<file path="config.mk">
export PLATFORM = sky130hd
export DESIGN_NAME = lab3_mem_cache_wb_param
export DESIGN_NICKNAME = d
export VERILOG_FILES = /design/src/rtl/lab3_mem_cache_pkg.sv /design/src/rtl/lab3_mem_cache_wb_param_dpath.sv /design/src/rtl/lab3_mem_cache_wb_param.sv
export SDC_FILE = /design/constraint.sdc
export NUM_CORES = 2
export LEC_CHECK = 0
export CAP_MARGIN = 10
export CORE_UTILIZATION = 50
export DETAILED_ROUTE_END_ITERATION = 12
export HOLD_SLACK_MARGIN = 0.03
export PLACE_DENSITY = 0.68
export SLEW_MARGIN = 20
export SYNTH_ARGS = -nofsm -noshare
export SYNTH_HDL_FRONTEND = slang
export SYNTH_SLANG_ARGS = --single-unit
</file>
<file path="constraint.sdc">
create_clock -name clk -period 7.8 [get_ports clk]
set_input_delay 1.56 -clock clk [delete_from_list [all_inputs] [get_ports clk]]
set_output_delay 1.56 -clock clk [all_outputs]
set_load 0.05 [all_outputs]
</file>
<file path="src/rtl/lab3_mem_cache_pkg.sv">
// Shared types for the parametrised write-back cache: FSM states, memory message
// layouts and type codes, and the byte-enable decoder.
package lab3_mem_cache_pkg;

  typedef enum logic [3:0] {
    ST_IDLE, ST_TC, ST_WI, ST_RD, ST_WR, ST_EP, ST_EW, ST_RP, ST_RW, ST_W
  } state_e;

  localparam logic [2:0] MEM_TYPE_READ  = 3'd0;
  localparam logic [2:0] MEM_TYPE_WRITE = 3'd1;
  localparam logic [2:0] MEM_TYPE_INIT  = 3'd2;

  typedef struct packed {
    logic [2:0]  type_;
    logic [7:0]  opaque;
    logic [31:0] addr;
    logic [1:0]  len;
    logic [31:0] data;
  } mem_req_4B_t;

  typedef struct packed {
    logic [2:0]  type_;
    logic [7:0]  opaque;
    logic [1:0]  test;
    logic [1:0]  len;
    logic [31:0] data;
  } mem_resp_4B_t;

  typedef struct packed {
    logic [2:0]   type_;
    logic [7:0]   opaque;
    logic [31:0]  addr;
    logic [3:0]   len;
    logic [127:0] data;
  } mem_req_16B_t;

  typedef struct packed {
    logic [2:0]   type_;
    logic [7:0]   opaque;
    logic [1:0]   test;
    logic [3:0]   len;
    logic [127:0] data;
  } mem_resp_16B_t;

  // len=0 means a full word; shorter accesses shift by the byte offset
  function automatic logic [3:0] byte_en(input logic [1:0] len, input logic [1:0] off);
    case (len)
      2'd0:    byte_en = 4'b1111;
      2'd1:    byte_en = 4'b0001 << off;
      2'd2:    byte_en = 4'b0011 << off;
      2'd3:    byte_en = 4'b0111 << off;
      default: byte_en = 4'b1111;
    endcase
  endfunction

endpackage

</file>
<file path="src/rtl/lab3_mem_cache_wb_param_dpath.sv">
// Cache datapath: request latch, tag/data arrays, valid/dirty bits, write
// replication with byte enables, memory request build and response mux.
module lab3_mem_cache_wb_param_dpath
  import lab3_mem_cache_pkg::*;
#(
  parameter int p_num_lines = 16,
  parameter int p_num_banks = 1
) (
  input  logic          clk,
  input  logic          reset_n,
  input  logic          i_req_en,
  input  mem_req_4B_t   i_req_msg,
  input  logic          i_init_en,
  input  logic          i_read_en,
  input  logic          i_write_en,
  input  logic          i_refill_en,
  input  logic          i_evict_sel,
  input  logic [127:0]  i_refill_data,
  output logic          o_hit,
  output logic          o_victim_dirty,
  output logic [2:0]    o_req_type,
  output mem_req_16B_t  o_memreq_msg,
  output mem_resp_4B_t  o_resp_msg
);

  localparam int B = $clog2(p_num_banks);
  localparam int I = $clog2(p_num_lines);
  localparam int T = 28 - B - I;

  mem_req_4B_t r_req;
  logic [31:0] r_rdata;
  logic [T-1:0] r_tags [p_num_lines];
  logic [127:0] r_data [p_num_lines];
  logic [p_num_lines-1:0] r_valid;
  logic [p_num_lines-1:0] r_dirty;

  logic [I-1:0]   w_idx;
  logic [T-1:0]   w_tag;
  logic [1:0]     w_word;
  logic [3:0]     w_be4;
  logic [15:0]    w_wben;
  logic [127:0]   w_wdata;

  assign w_idx   = r_req.addr[4+B +: I];
  assign w_tag   = r_req.addr[31 -: T];
  assign w_word  = r_req.addr[3:2];
  assign w_wdata = {4{r_req.data}};

  // Word-lane byte enables placed at the addressed word of the line
  always_comb begin
    w_be4  = byte_en(r_req.len, r_req.addr[1:0]);
    w_wben = {12'd0, w_be4} << {w_word, 2'b00};
  end

  // Request latch and read-word capture
  always_ff @(posedge clk or negedge reset_n) begin
    if (!reset_n) begin
      r_req   <= '0;
      r_rdata <= 32'd0;
    end else begin
      if (i_req_en)  r_req   <= i_req_msg;
      if (i_read_en) r_rdata <= r_data[w_idx][32*w_word +: 32];
    end
  end

  // Tag and data arrays are deliberately not reset
  always_ff @(posedge clk) begin
    if (i_refill_en) begin
      r_tags[w_idx] <= w_tag;
      r_data[w_idx] <= i_refill_data;
    end else if (i_init_en || i_write_en) begin
      if (i_init_en) r_tags[w_idx] <= w_tag;
      for (int b = 0; b < 16; b++) begin
        if (w_wben[b]) r_data[w_idx][8*b +: 8] <= w_wdata[8*b +: 8];
      end
    end
  end

  // Line state bits
  always_ff @(posedge clk or negedge reset_n) begin
    if (!reset_n) begin
      r_valid <= '0;
      r_dirty <= '0;
    end else if (i_refill_en || i_init_en) begin
      r_valid[w_idx] <= 1'b1;
      r_dirty[w_idx] <= 1'b0;
    end else if (i_write_en) begin
      r_dirty[w_idx] <= 1'b1;
    end
  end

  assign o_hit          = r_valid[w_idx] && (r_tags[w_idx] == w_tag);
  assign o_victim_dirty = r_valid[w_idx] && r_dirty[w_idx];
  assign o_req_type     = r_req.type_;

  // Eviction rebuilds the victim address from the stored tag and the request's idx/bank
  always_comb begin
    o_memreq_msg        = '0;
    o_memreq_msg.len    = 4'd0;
    o_memreq_msg.opaque = 8'd0;
    if (i_evict_sel) begin
      o_memreq_msg.type_ = MEM_TYPE_WRITE;
      o_memreq_msg.addr  = {r_tags[w_idx], r_req.addr[4 +: B+I], 4'b0000};
      o_memreq_msg.data  = r_data[w_idx];
    end else begin
      o_memreq_msg.type_ = MEM_TYPE_READ;
      o_memreq_msg.addr  = {r_req.addr[31:4], 4'b0000};
      o_memreq_msg.data  = 128'd0;
    end
  end

  always_comb begin
    o_resp_msg        = '0;
    o_resp_msg.type_  = r_req.type_;
    o_resp_msg.opaque = r_req.opaque;
    o_resp_msg.test   = 2'd0;
    o_resp_msg.len    = 2'd0;
    if (r_req.type_ == MEM_TYPE_READ) o_resp_msg.data = r_rdata;
    else                              o_resp_msg.data = 32'd0;
  end

endmodule

</file>
<file path="src/rtl/lab3_mem_cache_wb_param.sv">
// Blocking direct-mapped write-back cache: control FSM with registered
// handshake outputs driving the datapath sub-module.
module lab3_mem_cache_wb_param
  import lab3_mem_cache_pkg::*;
#(
  parameter int p_num_lines = 16,
  parameter int p_num_banks = 1
) (
  input  logic          clk,
  input  logic          reset_n,
  input  logic          proc2cache_reqstream_val,
  output logic          proc2cache_reqstream_rdy,
  input  mem_req_4B_t   proc2cache_reqstream_msg,
  output logic          proc2cache_respstream_val,
  input  logic          proc2cache_respstream_rdy,
  output mem_resp_4B_t  proc2cache_respstream_msg,
  output logic          cache2mem_reqstream_val,
  input  logic          cache2mem_reqstream_rdy,
  output mem_req_16B_t  cache2mem_reqstream_msg,
  input  logic          cache2mem_respstream_val,
  output logic          cache2mem_respstream_rdy,
  input  mem_resp_16B_t cache2mem_respstream_msg
);

  state_e r_state;
  logic r_req_rdy, r_resp_val, r_mreq_val, r_mresp_rdy;
  logic w_req_go, w_refill, w_hit, w_victim_dirty;
  logic [2:0] w_req_type;
  logic w_unused;

  assign w_req_go = r_req_rdy && proc2cache_reqstream_val;
  assign w_refill = (r_state == ST_RW) && r_mresp_rdy && cache2mem_respstream_val;
  assign w_unused = ^{cache2mem_respstream_msg.type_, cache2mem_respstream_msg.opaque,
                      cache2mem_respstream_msg.test, cache2mem_respstream_msg.len};

  // Control FSM; each transition also sets the handshake outputs of the next state
  always_ff @(posedge clk or negedge reset_n) begin
    if (!reset_n) begin
      r_state     <= ST_IDLE;
      r_req_rdy   <= 1'b0;
      r_resp_val  <= 1'b0;
      r_mreq_val  <= 1'b0;
      r_mresp_rdy <= 1'b0;
    end else begin
      case (r_state)
        ST_IDLE: begin
          if (w_req_go) begin
            r_req_rdy <= 1'b0;
            r_state   <= ST_TC;
          end else begin
            r_req_rdy <= 1'b1;
          end
        end
        ST_TC: begin
          if (w_req_type == MEM_TYPE_INIT) r_state <= ST_WI;
          else if (w_hit) r_state <= (w_req_type == MEM_TYPE_READ) ? ST_RD : ST_WR;
          else begin
            r_mreq_val <= 1'b1;
            r_state    <= w_victim_dirty ? ST_EP : ST_RP;
          end
        end
        ST_WI, ST_RD, ST_WR: begin
          r_resp_val <= 1'b1;
          r_state    <= ST_W;
        end
        ST_EP: begin
          if (cache2mem_reqstream_rdy) begin
            r_mreq_val  <= 1'b0;
            r_mresp_rdy <= 1'b1;
            r_state     <= ST_EW;
          end
        end
        ST_EW: begin
          if (cache2mem_respstream_val) begin
            r_mresp_rdy <= 1'b0;
            r_mreq_val  <= 1'b1;
            r_state     <= ST_RP;
          end
        end
        ST_RP: begin
          if (cache2mem_reqstream_rdy) begin
            r_mreq_val  <= 1'b0;
            r_mresp_rdy <= 1'b1;
            r_state     <= ST_RW;
          end
        end
        ST_RW: begin
          if (w_refill) begin
            r_mresp_rdy <= 1'b0;
            r_state     <= ST_TC;
          end
        end
        ST_W: begin
          if (proc2cache_respstream_rdy) begin
            r_resp_val <= 1'b0;
            r_req_rdy  <= 1'b1;
            r_state    <= ST_IDLE;
          end
        end
        default: begin
          r_state     <= ST_IDLE;
          r_req_rdy   <= 1'b0;
          r_resp_val  <= 1'b0;
          r_mreq_val  <= 1'b0;
          r_mresp_rdy <= 1'b0;
        end
      endcase
    end
  end

  assign proc2cache_reqstream_rdy  = r_req_rdy;
  assign proc2cache_respstream_val = r_resp_val;
  assign cache2mem_reqstream_val   = r_mreq_val;
  assign cache2mem_respstream_rdy  = r_mresp_rdy;

  lab3_mem_cache_wb_param_dpath #(
    .p_num_lines(p_num_lines),
    .p_num_banks(p_num_banks)
  ) u_dpath (
    .clk            (clk),
    .reset_n        (reset_n),
    .i_req_en       (w_req_go),
    .i_req_msg      (proc2cache_reqstream_msg),
    .i_init_en      (r_state == ST_WI),
    .i_read_en      (r_state == ST_RD),
    .i_write_en     (r_state == ST_WR),
    .i_refill_en    (w_refill),
    .i_evict_sel    (r_state == ST_EP),
    .i_refill_data  (cache2mem_respstream_msg.data),
    .o_hit          (w_hit),
    .o_victim_dirty (w_victim_dirty),
    .o_req_type     (w_req_type),
    .o_memreq_msg   (cache2mem_reqstream_msg),
    .o_resp_msg     (proc2cache_respstream_msg)
  );

endmodule

</file>
# Yosys cells after proc, flatten, opt, wreduce, memory -nomap -nowiden
# Memories as Yosys holds them, arrays and structs flattened.
# Cells that the tools add are included.
# W data, S select, Z words.
[classes] mul=0 eq_ne=23 reduce_logical=23 n_addsub=0 order_cmp=2 mux=125 div=0 shift=5 bitwise=25
[ops] op="$mux W128" count=1
[ops] op="$mux W8" count=16
[ops] op="$shiftx A128 B8 Y32" count=1
[ops] op="$mux W1" count=84
[ops] op="$mux W32" count=2
[ops] op="$mux W16" count=2
[ops] op="$or A16 B16 Y16" count=2
[ops] op="$pmux W4 S8" count=1
[ops] op="$eq A24 B24 Y1" count=1
[ops] op="$mux W24" count=1
[ops] op="$mux W4" count=6
[ops] op="$reduce_or A6 Y1" count=3
[ops] op="$or A1 B1 Y1" count=17
[ops] op="$and A16 B16 Y16" count=1
[ops] op="$eq A4 B3 Y1 const B" count=4
[ops] op="$not A16 Y16" count=1
[ops] op="$pmux W4 S4" count=1
[ops] op="$shl A4 B4 Y16" count=1
[ops] op="$ne A2 B2 Y1 const B" count=6
[ops] op="$mux W3" count=3
[ops] op="$bmux W1 S4" count=2
[ops] op="$eq A4 B2 Y1 const B" count=2
[ops] op="$eq A4 B4 Y1 const B" count=2
[ops] op="$pmux W1 S4" count=2
[ops] op="27 further kinds" count=41
[totals] n_memories=2 latchBits=0 output_inout_bits=226 input_bits=228 rom_bits=0 wordCells=218 ff_bits=149 ramBits=2432
[memory_table] memory="u_dpath.r_data" words=16 width=128 rd=1 rd_ports_with_merged_regs=0 write_ports=1 line="lab3_mem_cache_wb_param_dpath.sv:33" rtl="logic [127:0] r_data [p_num_lines];"
[memory_table] memory="u_dpath.r_tags" words=16 width=24 rd=1 rd_ports_with_merged_regs=0 write_ports=1 line="lab3_mem_cache_wb_param_dpath.sv:32" rtl="logic [T-1:0] r_tags [p_num_lines];"

# Logic depth before layout (Yosys ltp)
[depth] ltp_word=8 depth_mapped=14 depth_no_buf=8

# Cells and area by module
# A second synthesis with hierarchy kept.
[hier_totals] cells_unflattened=4801 area_unflattened_um2=103106.4
[modules_own_cells] mod="lab3_mem_cache_wb_param_dpath" seq_area_each_um2=76558.4 cells_each=4715 instances=1 area_per_inst_um2=102402.0
[modules_own_cells] mod="lab3_mem_cache_wb_param" seq_area_each_um2=200.2 cells_each=86 instances=1 area_per_inst_um2=704.4

# Worst setup path before layout
# No wires, ideal clock.
[synth_timing] path_type="register to output" start="register u_dpath.r_req[41] in the netlist's numbering" end="output port cache2mem_reqstream_msg[144] in the netlist's numbering" path_slack_ps=3201 t_required_ps=6240 arrival_ps=3039 n_path_buf=5 path_stages_with_launch=11 cell_sequence="dfrtp_1 buf_2 buf_2 buf_2 inv_2 clkbuf_1 clkbuf_1 nand2_1 a21oi_1 a21oi_1 o21ai_0"
[synth_rtl] element="from (decl)" line="lab3_mem_cache_wb_param_dpath.sv:30" rtl="mem_req_4B_t r_req;"
[synth_rtl] element="from (signal assigned)" line="lab3_mem_cache_wb_param_dpath.sv:61" rtl="if (i_req_en) r_req <= i_req_msg;"
[synth_rtl] element="to (decl)" line="lab3_mem_cache_wb_param.sv:19" rtl="output mem_req_16B_t cache2mem_reqstream_msg,"

==> results.txt <==
Outcome: complete, no violations
Average size of a mapped cell: 21.0 sq um
Synth Flop Type: edfxtp_1
Drt total wl: 287000 um
Crit path launch type: register
Worst Skew: 48.2 ps
Die Width: 457 um
Std cell rows: 166
Slew margin rel.: 0.147
Clk sinks: 2581
Endpoints failing hold: 0
Max-cap violations: 0
Final period util: 0.844
# port buffers: 414
CTS Root Cell: clkbuf_16
Die Y: 457 um
FMAX: 152 MHz
Largest net degree at the start of global routing: 94
Clock Pin Slew Worst Setup and Hold Paths: 60 ps
Area of the core: 205000 sq um
Final-report setup violation count: 0
Final-layout fill cell count: 14600
Critical path class: register to primary output
Core Util, Final: 0.582
Crit-path max FO: 36
Number of synthesized flops with an enable pin: 2432
Routed via count: 52600
Skew-Pair Late Insertion Delay: 920 ps
Post-DP HPWL: 194000 um
Count of different cell masters after synthesis: 67
Top cells by area, synth: edfxtp_1, mux4_2, dfrtp_1, mux2_2, nor2_1
Top Usage Layer GRT: met2
CP endpoint kind: primary output
Hold crit path type: register to register
Mapped Area: 103000 sq um
Initial antenna violation count: 37
Layout cells sized above 1: 0.268
Grt met1 use: 0.347
DRC errors left: 0
Vias in the first global route: 52300
CTS tree: done
Starting Density: 0.504
Detailed-route wire length per cell: 34.4 um
DRT antenna net count: 0
Ports: 454
Count leader, synth: edfxtp_1
Postcts setup bufs: 0
Post-route setup TNS: 0 ps
Yosys Warn Count: 0
Die area: 208000 sq um
Peak supply drop: 320 uV
Critical Path RT: 6240 ps
Final Slew Violations: 0
Worst slew pin tran: 1270 ps
Post-CTS sizing: 0
CTS H-tree lvls: 5
Final Hold Slack: 464 ps
Syn-to-layout area delta: 15.5%
Routability-driven placement congestion ratio: 0.891
Synth cell count leaders: edfxtp_1, mux4_2, nor2_1
Drt first pass iters: 7
Sequential fraction of the synthesis area: 0.743
GRT met2 Usage: 0.445
P per Cell Area: 384 nW/um^2
Met3 usage: 0.0593
CTS Buffer Depth: 4
Synth async-reset ratio: 0.0577
Gr usage total: 0.277
Share of the synthesized area in the top cell type: 0.707
First-pass GRT wire length: 401000 um
Minimum clock period after layout: 6580 ps
Nets: 5640
Yosys top cell by area: edfxtp_1
Cells after Synth: 4919
CTS Hold Bufs: 0
TritonCTS Buffers: 278
Yosys reg bits: 2581
Initial detailed-routing violation count: 6831
DR vias/cell: 6.30
RSZ-0062 raised after global routing: false
Crit path DAT: 5020 ps
Total grt overflow: 0
Leakage power: 37.7 nW
-- report_power, final --
| part | switching (mW) | internal (mW) | leakage, nW |
|---|---|---|---|
| sequential | 1.43 | 16.4 | 23.6 |
| combinational | 9.41 | 6.08 | 9.90 |
| clock | 5.20 | 7.39 | 4.18 |
| total | 16.0 | 29.8 | 37.7 |
-- layout by cell type (no fill, tap or decap), drive strengths merged, types with 8 or more instances in the layout --
master	n
o21ai	45
mux2	201
nand3	27
bufinv	20
buf	91
nand2	194
nor2	351
dfrtp	149
nor2b	10
nor3	9
clkdlybuf4s50	413
clkbuf	355
or2	19
xor2	12
diode	52
clkinv	94
xnor2	10
inv	27
o22ai	8
conb	22
and2	165
mux4	771
a21oi	28
a31oi	14
mux2i	44
edfxtp	2432
a22oi	17
-- kinds of logic (layout without fill, tap and decap cells) --
group | Yosys count | in the layout | share of synthesized area
AOI/OAI and AO/OA | 166 | 166 | 0.0108
xor gates and xnor gates | 22 | 22 | 0.00187
buffers and inverters | 338 | 1005 | 0.0152
DFF | 2581 | 2581 | 0.743
muxes | 1016 | 1016 | 0.194
other | 1 | 74 | 0.0000363
and+or+nand+nor | 795 | 795 | 0.0347
-- cell type report --
cell class                 count  area, sq um  area share
clock inverter               121         1080     0.00909
tap                         2688         3360      0.0282
clock buffer                 354         7450      0.0624
inverter                      25          104    0.000870
sequential                  2581        76800       0.643
multi-input combinational   2021        25300       0.212
antenna                       52          130     0.00109
timing repair buffer         505         5180      0.0434
-- path summary, 6_finish.rpt --
check	from	endpoint	slack (ps)	cells after the start
worst min-delay path	u_dpath.r_valid[1]$_DFFE_PN0N_	u_dpath.r_valid[1]$_DFFE_PN0N_	460	1
worst max register to register	u_dpath.r_req[38]$_DFFE_PN0P_	r_state[2]$_DFFE_PN0P_	2510	9
min in group asynchronous	reset_n	u_dpath.o_resp_msg[37]$_DFFE_PN0P_	600	1
worst max-delay path	u_dpath.r_req[38]$_DFFE_PN0P_	cache2mem_reqstream_msg[4]	1220	6
worst min register to register	u_dpath.r_valid[1]$_DFFE_PN0N_	u_dpath.r_valid[1]$_DFFE_PN0N_	460	1
max in group asynchronous	reset_n	u_dpath.r_req[2]$_DFFE_PN0P_	5820	2
-- through the flow --
| stage | instance area [sq um] | setup slack [ps] | power (mW) | std cells |
|---|---|---|---|---|
| final | 119000 | 1220 | 45.9 | 8347 |
| after CTS | 119000 | 1110 | 45.9 | 8290 |
| after detailed placement | 111000 | 2070 | 33.5 | 7815 |
| after floorplan | 103000 | 3200 | 26.8 | 4940 |
| after global placement | 111000 | 2080 | 33.3 | 7812 |
| after global routing | 119000 | 1020 | 46.9 | 8301 |
-- flip-flops by register name, indices dropped and copies added (netlist names), named ones only --
signal / flops
u_dpath.r_data: 2048
u_dpath.r_tags: 384
u_dpath.r_req: 66
u_dpath.r_rdata: 32
u_dpath.r_valid: 16
u_dpath.o_resp_msg: 8
r_state: 4
u_dpath.o_req_type: 3
cache2mem_reqstream_val: 1
cache2mem_respstream_rdy: 1
proc2cache_reqstream_rdy: 1
proc2cache_respstream_val: 1
-- routing by layer --
metal  routed length, um  vias to the layer above
met5                  99                        -
met4               18700                       16
met3               25300                      650
met2              142000                     2910
met1              101000                    27800
li1                    -                    21200
-- critical path, cell delays in order (launching register included) --
cell             delay, ps
dfrtp_4               1000
buf_12                 360
buf_4                  420
mux4_2                 580
mux4_2                 710
and2_1                 280
clkdlybuf4s50_1        700
No activity file was read; power rests on OpenSTA's default activity.
